**src/rtl/sad_min_select_if.sv**
```systemverilog
// Bundles the SAD candidate inputs and the best-match results.
// The master modport is the candidate source and the slave modport is the selector.
interface sad_min_select_if #(
  parameter int MVW = 6
);
  logic                 start;
  logic                 sad_valid;
  logic [17:0]          sad32;
  logic [63:0]          sad16;
  logic [223:0]         sad8;
  logic                 busy;
  logic                 done;
  logic [17:0]          best32_sad;
  logic [2*MVW-1:0]     best32_mv;
  logic [63:0]          best16_sad;
  logic [8*MVW-1:0]     best16_mv;
  logic [223:0]         best8_sad;
  logic [32*MVW-1:0]    best8_mv;

  modport master (
    output start, sad_valid, sad32, sad16, sad8,
    input  busy, done, best32_sad, best32_mv, best16_sad, best16_mv,
           best8_sad, best8_mv
  );

  modport slave (
    input  start, sad_valid, sad32, sad16, sad8,
    output busy, done, best32_sad, best32_mv, best16_sad, best16_mv,
           best8_sad, best8_mv
  );
endinterface

```
**src/rtl/sad_min_select.sv**
```systemverilog
// Tracks the minimum SAD and its motion vector for each 32/16/8 partition
// over a raster search of (2*SR)^2 candidates.
//   state  | meaning
//   IDLE   | waiting for start; best registers hold the last result
//   SEARCH | accepting candidates while sad_valid is high
//   DONE   | one-cycle done pulse; results are final
module sad_min_select #(
  parameter int SR  = 16,
  parameter int MVW = 6
) (
  input logic          clk,
  input logic          rst_n,
  sad_min_select_if.slave bus
);
  localparam int N  = (2 * SR) * (2 * SR);
  localparam int CW = $clog2(N);
  localparam int MW = 2 * MVW;

  typedef enum logic [1:0] {IDLE, SEARCH, DONE} state_t;

  state_t              state;
  logic [CW-1:0]       cnt;
  logic [17:0]         b32_sad;
  logic [MW-1:0]       b32_mv;
  logic [63:0]         b16_sad;
  logic [4*MW-1:0]     b16_mv;
  logic [223:0]        b8_sad;
  logic [16*MW-1:0]    b8_mv;

  logic                accept;
  logic                first;
  logic [MVW-1:0]      mv_x;
  logic [MVW-1:0]      mv_y;
  logic [MW-1:0]       mv;

  always_comb begin
    accept = (state == SEARCH) && bus.sad_valid;
    first  = (cnt == '0);
    mv_x   = MVW'(int'(cnt) % (2 * SR) - SR);
    mv_y   = MVW'(int'(cnt) / (2 * SR) - SR);
    mv     = {mv_y, mv_x};
  end

  always_ff @(posedge clk or negedge rst_n) begin
    if (!rst_n) begin
      state   <= IDLE;
      cnt     <= '0;
      b32_sad <= '0;
      b32_mv  <= '0;
      b16_sad <= '0;
      b16_mv  <= '0;
      b8_sad  <= '0;
      b8_mv   <= '0;
    end else begin
      case (state)
        IDLE: begin
          if (bus.start) begin
            cnt   <= '0;
            state <= SEARCH;
          end
        end
        SEARCH: begin
          if (accept) begin
            cnt <= cnt + 1'b1;
            if (cnt == CW'(N - 1)) state <= DONE;
          end
        end
        DONE:    state <= IDLE;
        default: state <= IDLE;
      endcase

      // Strict less-than keeps the earliest candidate on ties.
      if (accept) begin
        if (first || bus.sad32 < b32_sad) begin
          b32_sad <= bus.sad32;
          b32_mv  <= mv;
        end
        for (int k = 0; k < 4; k++) begin
          if (first || bus.sad16[16*k +: 16] < b16_sad[16*k +: 16]) begin
            b16_sad[16*k +: 16] <= bus.sad16[16*k +: 16];
            b16_mv[MW*k +: MW]  <= mv;
          end
        end
        for (int k = 0; k < 16; k++) begin
          if (first || bus.sad8[14*k +: 14] < b8_sad[14*k +: 14]) begin
            b8_sad[14*k +: 14] <= bus.sad8[14*k +: 14];
            b8_mv[MW*k +: MW]  <= mv;
          end
        end
      end
    end
  end

  assign bus.busy       = (state == SEARCH);
  assign bus.done       = (state == DONE);
  assign bus.best32_sad = b32_sad;
  assign bus.best32_mv  = b32_mv;
  assign bus.best16_sad = b16_sad;
  assign bus.best16_mv  = b16_mv;
  assign bus.best8_sad  = b8_sad;
  assign bus.best8_mv   = b8_mv;
endmodule

```
**src/flat_wrapper.sv**
```systemverilog
// flat-port wrapper written by rule: the top's interface ports become plain ports
module sad_min_select_flat 
#(
  parameter int SR  = 16,
  parameter int MVW = 6
)
  (clk, rst_n, bus_start, bus_sad_valid, bus_sad32, bus_sad16, bus_sad8, bus_busy, bus_done, bus_best32_sad, bus_best32_mv, bus_best16_sad, bus_best16_mv, bus_best8_sad, bus_best8_mv);
  sad_min_select_if #(.MVW(MVW)) bus_i ();
  input logic clk;
  input logic rst_n;
  input wire logic [$bits(bus_i.start)-1:0] bus_start;
  input wire logic [$bits(bus_i.sad_valid)-1:0] bus_sad_valid;
  input wire logic [$bits(bus_i.sad32)-1:0] bus_sad32;
  input wire logic [$bits(bus_i.sad16)-1:0] bus_sad16;
  input wire logic [$bits(bus_i.sad8)-1:0] bus_sad8;
  output wire logic [$bits(bus_i.busy)-1:0] bus_busy;
  output wire logic [$bits(bus_i.done)-1:0] bus_done;
  output wire logic [$bits(bus_i.best32_sad)-1:0] bus_best32_sad;
  output wire logic [$bits(bus_i.best32_mv)-1:0] bus_best32_mv;
  output wire logic [$bits(bus_i.best16_sad)-1:0] bus_best16_sad;
  output wire logic [$bits(bus_i.best16_mv)-1:0] bus_best16_mv;
  output wire logic [$bits(bus_i.best8_sad)-1:0] bus_best8_sad;
  output wire logic [$bits(bus_i.best8_mv)-1:0] bus_best8_mv;
  assign bus_i.start = bus_start;
  assign bus_i.sad_valid = bus_sad_valid;
  assign bus_i.sad32 = bus_sad32;
  assign bus_i.sad16 = bus_sad16;
  assign bus_i.sad8 = bus_sad8;
  assign bus_busy = bus_i.busy;
  assign bus_done = bus_i.done;
  assign bus_best32_sad = bus_i.best32_sad;
  assign bus_best32_mv = bus_i.best32_mv;
  assign bus_best16_sad = bus_i.best16_sad;
  assign bus_best16_mv = bus_i.best16_mv;
  assign bus_best8_sad = bus_i.best8_sad;
  assign bus_best8_mv = bus_i.best8_mv;
  sad_min_select #(.SR(SR), .MVW(MVW)) u_core (.clk(clk), .rst_n(rst_n), .bus(bus_i));
endmodule
```
**config.mk**
```make
export PLATFORM = sky130hd
export DESIGN_NAME = sad_min_select_flat
export DESIGN_NICKNAME = d
export VERILOG_FILES = /design/src/rtl/sad_min_select_if.sv /design/src/rtl/sad_min_select.sv /design/src/flat_wrapper.sv
export SDC_FILE = /design/constraint.sdc
export NUM_CORES = 1
export LEC_CHECK = 0
export CORE_AREA = 2 2 337 339
export DETAILED_ROUTE_END_ITERATION = 10
export DIE_AREA = 0 0 339 341
export SYNTH_ARGS = -nofsm -noshare
export SYNTH_HDL_FRONTEND = slang
export SYNTH_SLANG_ARGS = --single-unit
```
**constraint.sdc**
```tcl
create_clock -name clk -period 3.35 [get_ports clk]
set_input_delay 0.335 -clock clk [delete_from_list [all_inputs] [get_ports clk]]
set_output_delay 0.335 -clock clk [all_outputs]
set_load 0.05 [all_outputs]
```
==> impl_metrics.py <==
metrics = {
    "hold_path": {
        "hold_path_class": "in2async",
    },
    "clock_tree": {
        "root_buffer": "clkbuf_16",
        "cts_buffer_depth": 3,
        "clkLatencyLatePin_ns": 0.64,
        "cts_made_buffers": 68,
        "htree_num_levels": 3,
        "cts.sinks": 528,
        "cts.clk_slew.worst_paths_ns": 0.06,
        "cts_tree": "done",
        "post_cts_buffers": 0,
    },
    "timing": {
        "rsz0062_at_grt": "false",
        "finalHoldViolCount": 0,
        "relSlewSlack": 0.3130,
        "worstMarginPinSlew_ns": 1.022,
        "clock.fmax_mhz": 361.1,
        "post-route-min-period_ns": 2.769,
        "fin_setup_tns_ns": 0,
        "period_share": 0.8267,
        "skew_ns": 0.02952,
        "drv_slew": 0,
        "setup_violations": 0,
    },
    "route": {
        "vias": 21770,
        "firstDrtPassIters": 4,
        "drc_errors": 0,
        "vias_per_cell": 4.458,
        "drt_iter0_markers": 815,
        "antenna_left": 0,
        "wl_per_cell_um": 21.03,
        "routed_wl_um": 102700,
    },
    "synth": {
        "syn-cell-area_mm2": 0.02779,
        "syn_inst": 2415,
        "synthFlopType": "dfrtp_1",
        "yosys_warnings": 0,
        "ys_types": 63,
        "ys_seq_area_frac": 0.4754,
        "synth_nets": 3012,
        "synth_edf_count": 0,
        "synth_top_area_cell": "dfrtp_1",
        "synth_area_per_cell_um2": 11.51,
        "yosys-top-cells-area": "dfrtp_1 48%, mux2_2 15%, ha_1 13%",
        "synth_top_area_frac": 0.4754,
        "yosys_register_bits": 528,
        "async_flop_share": 1.000,
    },
    "place": {
        "dp_hpwl_um": 79260,
        "gp_congestion": 0.8450,
        "io_buffers": 869,
    },
    "die": {
        "coreArea_mm2": 0.1119,
        "die_area_mm2": 0.1156,
        "fp.dieH_um": 341,
        "rows": 123,
        "start_util": 0.2484,
        "io_pins": 870,
        "fp.dieW_um": 339,
    },
    "critical_path": {
        "crit_type": "reg2reg",
        "crit_buf_inv": 3,
        "cp_top_family": "simple AND/OR/NAND/NOR gates",
        "cp_slowest_cell": "nor2_2",
        "critPathLaunch": "u_core.bus.best8_sad[205]",
        "crit_path_end_kind": "flip-flop",
        "path_cells": "inv_1 > ha_1 > a21oi_1 > and3_1 > o211ai_1 > a21oi_1 > buf_4 > nor2_2 > buf_4 > mux2_2",
        "start_kind": "flip-flop",
        "critPathMaxFanout": 15,
        "worstPathArrival_ns": 3.28,
        "timing.rr.start": "u_core.bus.best8_sad[205]",
        "slowest_delay_ns": 0.63,
        "crit_required_ns": 3.86,
    },
    "final_layout": {
        "final_core_util": 0.3654,
        "fin_nets": 3920,
        "layout_common_cells": "868 x clkdlybuf4s50_1, 521 x dfrtp_1, 365 x mux2_2, 334 x inv_1, 287 x ha_1",
        "final_common_cell": "clkdlybuf4s50_1",
        "area_growth_pct": 47.12,
        "drive_gt1_frac": 0.1798,
    },
    "global_route": {
        "grt_pass1_vias": 22330,
        "grt.overflow.total": 0,
        "grt_max_degree": 71,
        "grt_use_total": 0.1734,
        "grt_antenna_before_repair": 18,
        "grt_first_pass_wirelength_um": 149000,
    },
    "power_and_ir_drop": {
        "power.leakage_nw": 18.50,
        "peakVddDrop_mv": 0.8442,
        "powerDensity_mw_per_mm2": 1188,
    },
    "status": {
        "status": "finished clean",
    },
    "flow_run": {
        "max-cap-violations": 0,
    },
}
## Yosys cell counts (all sizes together) (20+ instances only)
master	count
a211oi	22
a21o	20
a21oi	64
a221o	20
and3	20
buf	100
clkbuf	30
dfrtp	528
ha	287
inv	335
mux2	369
mux2i	48
nand2	100
nand3	78
nand4	50
nor2	35
o21ai	117
## sequential cells by signal, indices dropped and copies added, names as in the netlist
| name | cells |
|---|---|
| u_core.bus.best8_sad | 224 |
| u_core.bus.best8_mv | 160 |
| u_core.bus.best16_sad | 64 |
| u_core.bus.best16_mv | 40 |
| u_core.bus.best32_sad | 18 |
| u_core.bus.best32_mv | 10 |
| u_core.cnt | 10 |
| u_core.state | 2 |
## per-stage QoR
stage               setup slack, ns  area, um2  total power [W]  std cells  hold slack, ns
CTS                          0.5722      40870          0.04917       4876          0.2258
floorplan                    0.5971      27790          0.03046       2415         0.03941
detailed placement           0.1894      38470          0.04107       4752          0.3445
finish                       0.5806      40890          0.04857       4883          0.2574
global route                 0.3566      40880          0.05124       4880          0.2677
global placement             0.1971      38470          0.04083       4752          0.3382
## routing by layer
layer  track usage  share of wire  vias up
li1              -              -    10260
met1        0.2010           0.40    10680
met2        0.2959           0.49      672
met5             0        0.00013        -
met3       0.05554          0.078      159
met4       0.06981          0.035        2
## worst reg2reg max path, cell delays in order (launching register included)
cell      delay (ns)
dfrtp_1         0.37
inv_1           0.05
ha_1            0.32
a21oi_1         0.08
and3_1          0.18
o211ai_1        0.16
a21oi_1         0.06
buf_4           0.15
nor2_2          0.63
buf_4           0.30
mux2_2          0.35
## area by class of cell
| type | instances | area (um2) |
|---|---|---|
| Antenna cell | 7 | 17.52 |
| Clock buffer | 95 | 1933 |
| Clock inverter | 28 | 455.4 |
| Fill cell | 11150 | 71000 |
| Inverter | 337 | 1265 |
| Multi-Input combinational cell | 1420 | 12520 |
| Sequential cell | 528 | 13220 |
| Tap cell | 1500 | 1877 |
| Timing Repair Buffer | 968 | 9599 |
## timing repair
item	in CTS	in global routing
hold endpoints to repair	52	0
resized for setup	0	0
hold buffers	1	0
## cell families after synthesis
family                     count (synthesis)  synth area share
adders and majority gates                287            0.1292
AOI/OAI and AO/OA                        345           0.08180
muxes                                    417            0.1672
xor gates and xnor gates                   7          0.002206
DFF                                      528            0.4754
buffers and inverters                    467           0.07545
and+or+nand+nor                          364           0.06870
## final timing paths
check                                       endpoint  cells after the start  slack, ns
setup / recovery           u_core.bus.best8_sad[200]                     10       0.58
hold reg to reg              u_core.bus.best8_mv[67]                      2       0.50
min in group clk           u_core.bus.best16_sad[21]                      3       0.32
setup reg to reg           u_core.bus.best8_sad[200]                     10       0.58
hold / removal             u_core.bus.best8_sad[218]                      2       0.26
max in group asynchronous    u_core.bus.best8_mv[45]                      4       1.93
## where the power goes
group          leakage [nW]  total [W]  internal [W]  switching [W]
clock                  1.17    0.00780       0.00464        0.00316
combinational          11.1     0.0292        0.0106         0.0186
sequential             6.26     0.0116       0.00936        0.00220
Note: power is estimated with default switching activity, not from simulation.
